**src/rtl/fb_stream_pkg.sv**
```systemverilog
// Shared types for the framebuffer stream-out path: FSM states and output FIFO sizing.
package fb_stream_pkg;

  typedef enum logic [1:0] {
    IDLE,
    FETCH,
    DRAIN,
    DONE
  } fb_state_e;

  localparam int FIFO_DEPTH = 2;
  localparam int OCC_W      = $clog2(FIFO_DEPTH + 1);

endpackage

```
**src/rtl/stream_skid_fifo.sv**
```systemverilog
// Two-entry {tlast,tdata} FIFO feeding the AXI-Stream master; head entry is held
// stable until popped, so the stream stays steady under backpressure.
module stream_skid_fifo
  import fb_stream_pkg::*;
#(
  parameter int W = 16
) (
  input  logic             clk,
  input  logic             reset,
  input  logic             push,
  input  logic [W:0]       push_entry,
  input  logic             pop,
  output logic [W:0]       head,
  output logic [OCC_W-1:0] occ,
  output logic             empty
);

  localparam int PTR_W = $clog2(FIFO_DEPTH);

  logic [FIFO_DEPTH-1:0][W:0] mem;
  logic [PTR_W-1:0]           wr_ptr;
  logic [PTR_W-1:0]           rd_ptr;

  assign head  = mem[rd_ptr];
  assign empty = (occ == '0);

  // Depth is a power of two, so the pointers wrap naturally.
  always_ff @(posedge clk or negedge reset) begin
    if (!reset) begin
      mem    <= '0;
      wr_ptr <= '0;
      rd_ptr <= '0;
      occ    <= '0;
    end else begin
      if (push) begin
        mem[wr_ptr] <= push_entry;
        wr_ptr      <= wr_ptr + PTR_W'(1);
      end
      if (pop) rd_ptr <= rd_ptr + PTR_W'(1);
      occ <= occ + OCC_W'(push) - OCC_W'(pop);
    end
  end

endmodule

```
**src/rtl/framebuffer_stream_out.sv**
```systemverilog
// Streams tile RAM words 0..count-1 out over AXI-Stream with full backpressure.
// Define FB_STREAM_CLEAR_EN to write clearColor back to each word one clk after it is read.
module framebuffer_stream_out
  import fb_stream_pkg::*;
#(
  parameter int MEM_SIZE_BYTES = 14,
  parameter int MEM_WIDTH      = 16,
  parameter int STROBE_WIDTH   = 4,
  localparam int ADDR_W        = MEM_SIZE_BYTES - $clog2(MEM_WIDTH / 8)
) (
  input  logic                              clk,
  input  logic                              reset,
  input  logic                              start,
  input  logic [ADDR_W:0]                   count,
  output logic                              busy,
  output logic                              done,
  output logic                              ramReadCs,
  output logic [ADDR_W-1:0]                 ramReadAddr,
  input  logic [MEM_WIDTH-1:0]              ramReadData,
  output logic                              m_axis_tvalid,
  input  logic                              m_axis_tready,
  output logic [MEM_WIDTH-1:0]              m_axis_tdata,
`ifdef FB_STREAM_CLEAR_EN
  input  logic [MEM_WIDTH-1:0]              clearColor,
  output logic                              ramWriteCs,
  output logic                              ramWrite,
  output logic [ADDR_W-1:0]                 ramWriteAddr,
  output logic [MEM_WIDTH-1:0]              ramWriteData,
  output logic [MEM_WIDTH/STROBE_WIDTH-1:0] ramWriteMask,
`endif
  output logic                              m_axis_tlast
);

  if (MEM_WIDTH % STROBE_WIDTH != 0 || MEM_WIDTH % 8 != 0) begin : g_bad_width
    $error("MEM_WIDTH must be a multiple of 8 and of STROBE_WIDTH");
  end

  fb_state_e          state, state_nxt;
  logic [ADDR_W-1:0]  rd_ptr;
  logic [ADDR_W-1:0]  last_addr;
  logic               rd_pend;
  logic               rd_pend_last;
  logic               rd_issue;
  logic               rd_is_last;
  logic               pop;
  logic               fifo_empty;
  logic [OCC_W-1:0]   occ;
  logic [OCC_W:0]     in_use;
  logic [MEM_WIDTH:0] head;

  assign pop        = m_axis_tvalid & m_axis_tready;
  assign rd_is_last = (rd_ptr == last_addr);

  // A beat leaving this cycle frees its slot, which keeps one read per clk
  // flowing while tready stays high.
  assign in_use   = (OCC_W+1)'(occ) + (OCC_W+1)'(rd_pend) - (OCC_W+1)'(pop);
  assign rd_issue = (state == FETCH) && (in_use < (OCC_W+1)'(FIFO_DEPTH));

  assign ramReadCs   = rd_issue;
  assign ramReadAddr = rd_ptr;

  assign busy = (state != IDLE);
  assign done = (state == DONE);

  assign m_axis_tvalid = ~fifo_empty;
  assign m_axis_tdata  = head[MEM_WIDTH-1:0];
  assign m_axis_tlast  = head[MEM_WIDTH] & ~fifo_empty;

  stream_skid_fifo #(.W(MEM_WIDTH)) u_fifo (
    .clk        (clk),
    .reset      (reset),
    .push       (rd_pend),
    .push_entry ({rd_pend_last, ramReadData}),
    .pop        (pop),
    .head       (head),
    .occ        (occ),
    .empty      (fifo_empty)
  );

  always_comb begin
    state_nxt = state;
    case (state)
      IDLE:    if (start) state_nxt = (count == '0) ? DONE : FETCH;
      FETCH:   if (rd_issue && rd_is_last) state_nxt = DRAIN;
      DRAIN:   if (pop && head[MEM_WIDTH]) state_nxt = DONE;
      DONE:    state_nxt = IDLE;
      default: state_nxt = IDLE;
    endcase
  end

  always_ff @(posedge clk or negedge reset) begin
    if (!reset) begin
      state        <= IDLE;
      rd_ptr       <= '0;
      last_addr    <= '0;
      rd_pend      <= 1'b0;
      rd_pend_last <= 1'b0;
    end else begin
      state        <= state_nxt;
      rd_pend      <= rd_issue;
      rd_pend_last <= rd_issue & rd_is_last;
      if (state == IDLE && start) begin
        rd_ptr    <= '0;
        last_addr <= ADDR_W'(count - 1'b1);
      end else if (rd_issue && !rd_is_last) begin
        rd_ptr <= rd_ptr + 1'b1;
      end
    end
  end

`ifdef FB_STREAM_CLEAR_EN
  // The write trails its read by one clk, so the old word is always captured first.
  logic [ADDR_W-1:0] pend_addr;

  always_ff @(posedge clk or negedge reset) begin
    if (!reset) pend_addr <= '0;
    else if (rd_issue) pend_addr <= rd_ptr;
  end

  assign ramWriteCs   = rd_pend;
  assign ramWrite     = rd_pend;
  assign ramWriteAddr = pend_addr;
  assign ramWriteData = clearColor;
  assign ramWriteMask = '1;
`endif

endmodule

```
**config.mk**
```make
export PLATFORM = sky130hd
export DESIGN_NAME = framebuffer_stream_out
export DESIGN_NICKNAME = d
export VERILOG_FILES = /design/src/rtl/fb_stream_pkg.sv /design/src/rtl/stream_skid_fifo.sv /design/src/rtl/framebuffer_stream_out.sv
export SDC_FILE = /design/constraint.sdc
export NUM_CORES = 1
export LEC_CHECK = 0
export CAP_MARGIN = 30
export CORE_AREA = 2 2 86 88
export CTS_CLUSTER_DIAMETER = 200
export CTS_CLUSTER_SIZE = 25
export DETAILED_ROUTE_END_ITERATION = 12
export DIE_AREA = 0 0 88 90
export GPL_ROUTABILITY_DRIVEN = 0
export PLACE_DENSITY = 0.77
export SLEW_MARGIN = 20
export SYNTH_ARGS = -nofsm -noshare
export SYNTH_HDL_FRONTEND = slang
export SYNTH_SLANG_ARGS = --single-unit
```
**constraint.sdc**
```tcl
create_clock -name clk -period 4.69 [get_ports clk]
set_input_delay 0.938 -clock clk [delete_from_list [all_inputs] [get_ports clk]]
set_output_delay 0.938 -clock clk [all_outputs]
set_load 0.05 [all_outputs]
```
* Yosys cells after proc, flatten, opt, wreduce, memory -nomap -nowiden
Index checks and enable logic that the tools add are counted.
** Word-level totals
- Register bits :: 68
- Bits of input ports :: 34
- Output and inout port bits :: 34
** Operators by class
- Add/subtract/negate cells :: 8
- Order comparisons :: 4
- Eq/ne operators :: 7
- Multiplexer cells :: 12
- Bitwise gates (word level) :: 4
- Reduce and logical (&&, ||, !) cells :: 13
** Operators by type and width (number)
- 17-bit two-way mux :: 3
- 34-bit bitwise mux :: 1
- 13-bit two-way mux :: 2
- 17-bit demux with 1-bit select :: 1
- 14-bit logical NOT :: 1
- 13-bit by 1-bit adder with 13-bit output, second input constant :: 1
- 13-bit equality test :: 1
- 13-bit by 1-bit subtractor with 13-bit output, second input constant :: 1
- 2-bit two-way mux :: 4
- 2-bit one-hot mux with 4 select lines :: 1
- 1-bit logical AND :: 6
- 2-bit equality test, second input constant :: 2
- 2-bit logical NOT :: 2
- 1-bit by 2-bit < comparator with 1-bit output, second input constant :: 2
- 2-bit inequality test, second input constant :: 2
- 2-bit nonzero test :: 2
- 2-bit by 1-bit adder with 3-bit output :: 1
- 1-bit AND :: 3
- 3-bit by 2-bit < comparator with 1-bit output, second input constant :: 1
- 3-bit AND reduction :: 1
- 3-bit by 1-bit subtractor with 3-bit output :: 1
- 1-bit adder, second input constant :: 2
- 2-bit by 1-bit adder with 2-bit output :: 1
- 2-bit by 1-bit equality test with 1-bit output, second input constant :: 1
- other kinds (5) :: 5

* Longest topological paths before layout
- Depth in word-level cells :: 9
- Mapped depth :: 13
- Gate-level depth less buffers :: 12

* Modules after synthesis
A second synthesis with hierarchy kept.
** Second synthesis, totals
- Cell total of the unflattened synthesis :: 314
- Area total of the unflattened synthesis :: 3589.7 um^2
** By module, submodules not included
- framebuffer_stream_out :: times used 1, cells an instance 209, area an instance 1875.5 um^2
- stream_skid_fifo :: times used 1, cells an instance 105, area an instance 1714.1 um^2

* Worst setup path after synthesis
OpenSTA, ideal clock, no wires.
- Path kind :: input to output
- From :: input port m_axis_tready
- To :: output port ramReadCs
- Arrival :: 2931 ps
- Data required time :: 3752 ps
- Setup slack :: 821 ps
- Stages :: 10
- Buffers on the path :: 1
- Cell sequence :: o21ai_0 > inv_1 > ha_1 > inv_1 > ha_1 > fa_1 > nand2b_1 > or2_1 > clkbuf_2 > inv_1
** Between the ends
- Longest elaborated chain between the ends :: 4
** RTL lines
- start: declaration :: RTL line framebuffer_stream_out.sv:21 : input logic m_axis_tready,
- 1-bit AND :: RTL line framebuffer_stream_out.sv:51 : assign pop = m_axis_tvalid & m_axis_tready;
- net pop :: RTL line framebuffer_stream_out.sv:45 : logic pop;
- 3-bit by 1-bit subtractor with 3-bit output :: RTL line framebuffer_stream_out.sv:56 : assign in_use = (OCC_W+1)'(occ) + (OCC_W+1)'(rd_pend) - (OCC_W+1)'(pop);
- net in_use[1] :: RTL line framebuffer_stream_out.sv:48 : logic [OCC_W:0] in_use;
- 3-bit by 2-bit < comparator with 1-bit output :: RTL line framebuffer_stream_out.sv:57 : assign rd_issue = (state == FETCH) && (in_use < (OCC_W+1)'(FIFO_DEPTH));
- 1-bit logical AND :: RTL line framebuffer_stream_out.sv:57
- end: declaration :: RTL line framebuffer_stream_out.sv:17 : output logic ramReadCs,
The timed path passes the listed nets, and every way through them passes these cells.

* Worst setup path after layout
Ends and elaborated chain as after synthesis.

==> metrics.txt <==
run status=finished, final reports clean; die height=90 µm; Simple-Gate Fraction of Synth Area=0.119; WP buf/inv=5; CTS buffer count=9; CTS Sinks=68; most frequent cells in the layout=dfrtp_1, clkdlybuf4s50_1, mux2_2; detailed placer's ending HPWL=5030 µm; Post-Synth Adder-Cell Area=0.0387; Setup TNS=0 ns; worst stage delay on the critical path=0.45 ns; DR vias/cell=5.25; clk slew on worst S/H paths=0.07 ns; Synth Register Bits=68; Site Rows=31; number of synthesized flops with an enable pin=0; CTS resizes=0; complex-gate fraction of the synthesized area=0.0749; initial antenna violation count=0; Hold Path Class=register to register; Critical Path Fanout Max=3; antenna-violating nets left=0; Final Net Count=418; Data arrival, critical path=3.25 ns; Pwr Density=684 nW/µm²; placed insts=462; Buffers on Ports=67; CP top delay family=adder cells; starting density of the core=0.488; area grow syn2layout=28.8%; antenna diode count=0; # DRC=0; crit-path cells=clkdlybuf4s50_1, o21ai_0, inv_1, ha_1, inv_1, ha_1, fa_1, nand2b_1, or2_1, inv_1, buf_12; first-pass GRT wire length=11600 µm; sequential element share of the synthesized area=0.497; Final Cycle Share=0.892; Post-CTS Setup Bufs=0; CTS tree=built; DR pass1 iterations=4; clk_skew=0.00496 ns; All-Layer GR Usage=0.189; most common cell after layout, fill and taps aside=dfrtp_1; Least-Margin Pin Slew=0.921 ns; XOR/XNOR share of the synthesized area=0.0640; Post-Syn Area=3420 µm²; # H-tree levels=3; wire per inst=14.9 µm; YS warnings=0; Lkg Pwr=0.00190 µW; clk_lat worst skew=0.34 ns; critical path capture point type=output port; share of layout cells above drive strength 1=0.193; vias in the first global route=2495; Worst Path Class, Setup=input pin to output port; FMAX=0.239 GHz; fin crit period=4.19 ns; number of distinct library cells after synthesis=36; Async SR Flop Fraction=1.00; Max IR drop VDD=322 µV; DIE WIDTH=88 µm; main combinational cell family by area after synthesis=multiplexers; via count of the routed design=2511; Worst EP required=3.75 ns; CP Launch Type=input pin; Placeable Area=7020 µm²; # fillers=614; mux contribution to synthesized area=0.173; max_cap viols=0; relative slew slack=0.383; Mapped Avg Cell Area=11.2 µm²; CP max stage cell=fa_1; num ports=68; CTS Hold Buffers Added=0; initial drt markers=55; clock root buffer master=clkbuf_8; most used cell, CP=inv_1; Longest Clk Path Bufs=2; final wirelength=7140 µm; RSZ-0062 raised after global routing=no; largest net degree at the start of global routing=39; fin. max-slew vios=0; Final Hold Fails=0; cells after synthesis=307; Primary FF master, synth=dfrtp_1; fin cells=478; Setup Viol. Count Final=0; global route overflow=0; Net Count, Synth=351; die area=7920 µm²
[state kept, by name, indices dropped and copies added, names as in the netlist]
name	count
u_fifo.wr_ptr	1
u_fifo.mem	34
u_fifo.occ	2
rd_pend	1
last_addr	13
u_fifo.rd_ptr	1
ramReadAddr	13
state	2
rd_pend_last	1
[metal layers]
layer  up-vias  GRT usage  wire length, µm
met5         -          0                0
met3         6     0.0358              367
met2        75      0.311             3500
met1      1210      0.248             3220
li1       1220          -                -
met4         0     0.0654               55
[synthesized netlist by cell type (all sizes together) (9+ instances only)]
master / n / share of area
dfrtp: 68 / 0.50
ha: 9 / 0.033
xor2: 16 / 0.041
nand2: 25 / 0.027
inv: 13 / 0.014
nor2: 12 / 0.013
mux2: 50 / 0.16
a21oi: 13 / 0.019
or3: 10 / 0.018
clkbuf: 10 / 0.011
xnor2: 9 / 0.023
o21ai: 20 / 0.029
[cells by family (layout without fill, tap and decap cells)]
logic type,count (synthesis),after routing
AO/OA/AOI/OAI,45,45
XOR/XNOR,25,25
adder cells (fa/ha/maj),10,10
buffers and inverters,27,99
flip-flops,68,68
multiplexers,53,53
AND/OR/NAND/NOR,79,79
[area by class of cell]
class | count | area [µm²] | share of cell area
clock inverter | 6 | 87.6 | 0.0199
clock buffer | 10 | 138 | 0.0312
tap | 99 | 124 | 0.0281
multi-input combinational | 212 | 1610 | 0.365
timing repair buffer | 70 | 698 | 0.158
sequential | 68 | 1700 | 0.386
inverter | 13 | 48.8 | 0.0111
[metrics by stage]
step | total power (µW) | instance area (µm²) | hold WS (ns) | setup slack (ns) | util
floorplan | 2050 | 3420 | 0.463 | 0.821 | -
detailed placement | 2500 | 4180 | 0.486 | 0.512 | 0.596
global route | 3210 | 4410 | 0.510 | 0.347 | 0.628
CTS | 3050 | 4410 | 0.500 | 0.491 | 0.628
global placement | 2460 | 4180 | 0.481 | 0.557 | 0.596
finish | 3020 | 4410 | 0.500 | 0.504 | 0.628
[worst paths after layout]
path / start / end / slack [ns] / cells past startpoint
max in group asynchronous: reset / last_addr[5] / 3.09 / 2
min in group asynchronous: reset / u_fifo.mem[3] / 0.69 / 1
setup reg to reg: u_fifo.occ[1] / ramReadAddr[6] / 1.35 / 12
hold reg to reg: rd_pend_last / u_fifo.mem[33] / 0.50 / 1
setup / recovery: m_axis_tready / ramReadCs / 0.50 / 11
hold / removal: rd_pend_last / u_fifo.mem[33] / 0.50 / 1
[report_power, final]
| group | total [µW] | internal (µW) | switching [µW] |
|---|---|---|---|
| clock | 540 | 314 | 226 |
| sequential | 989 | 821 | 169 |
| combinational | 1490 | 647 | 840 |
| total | 3020 | 1780 | 1240 |
No activity file was read; power rests on OpenSTA's default activity.
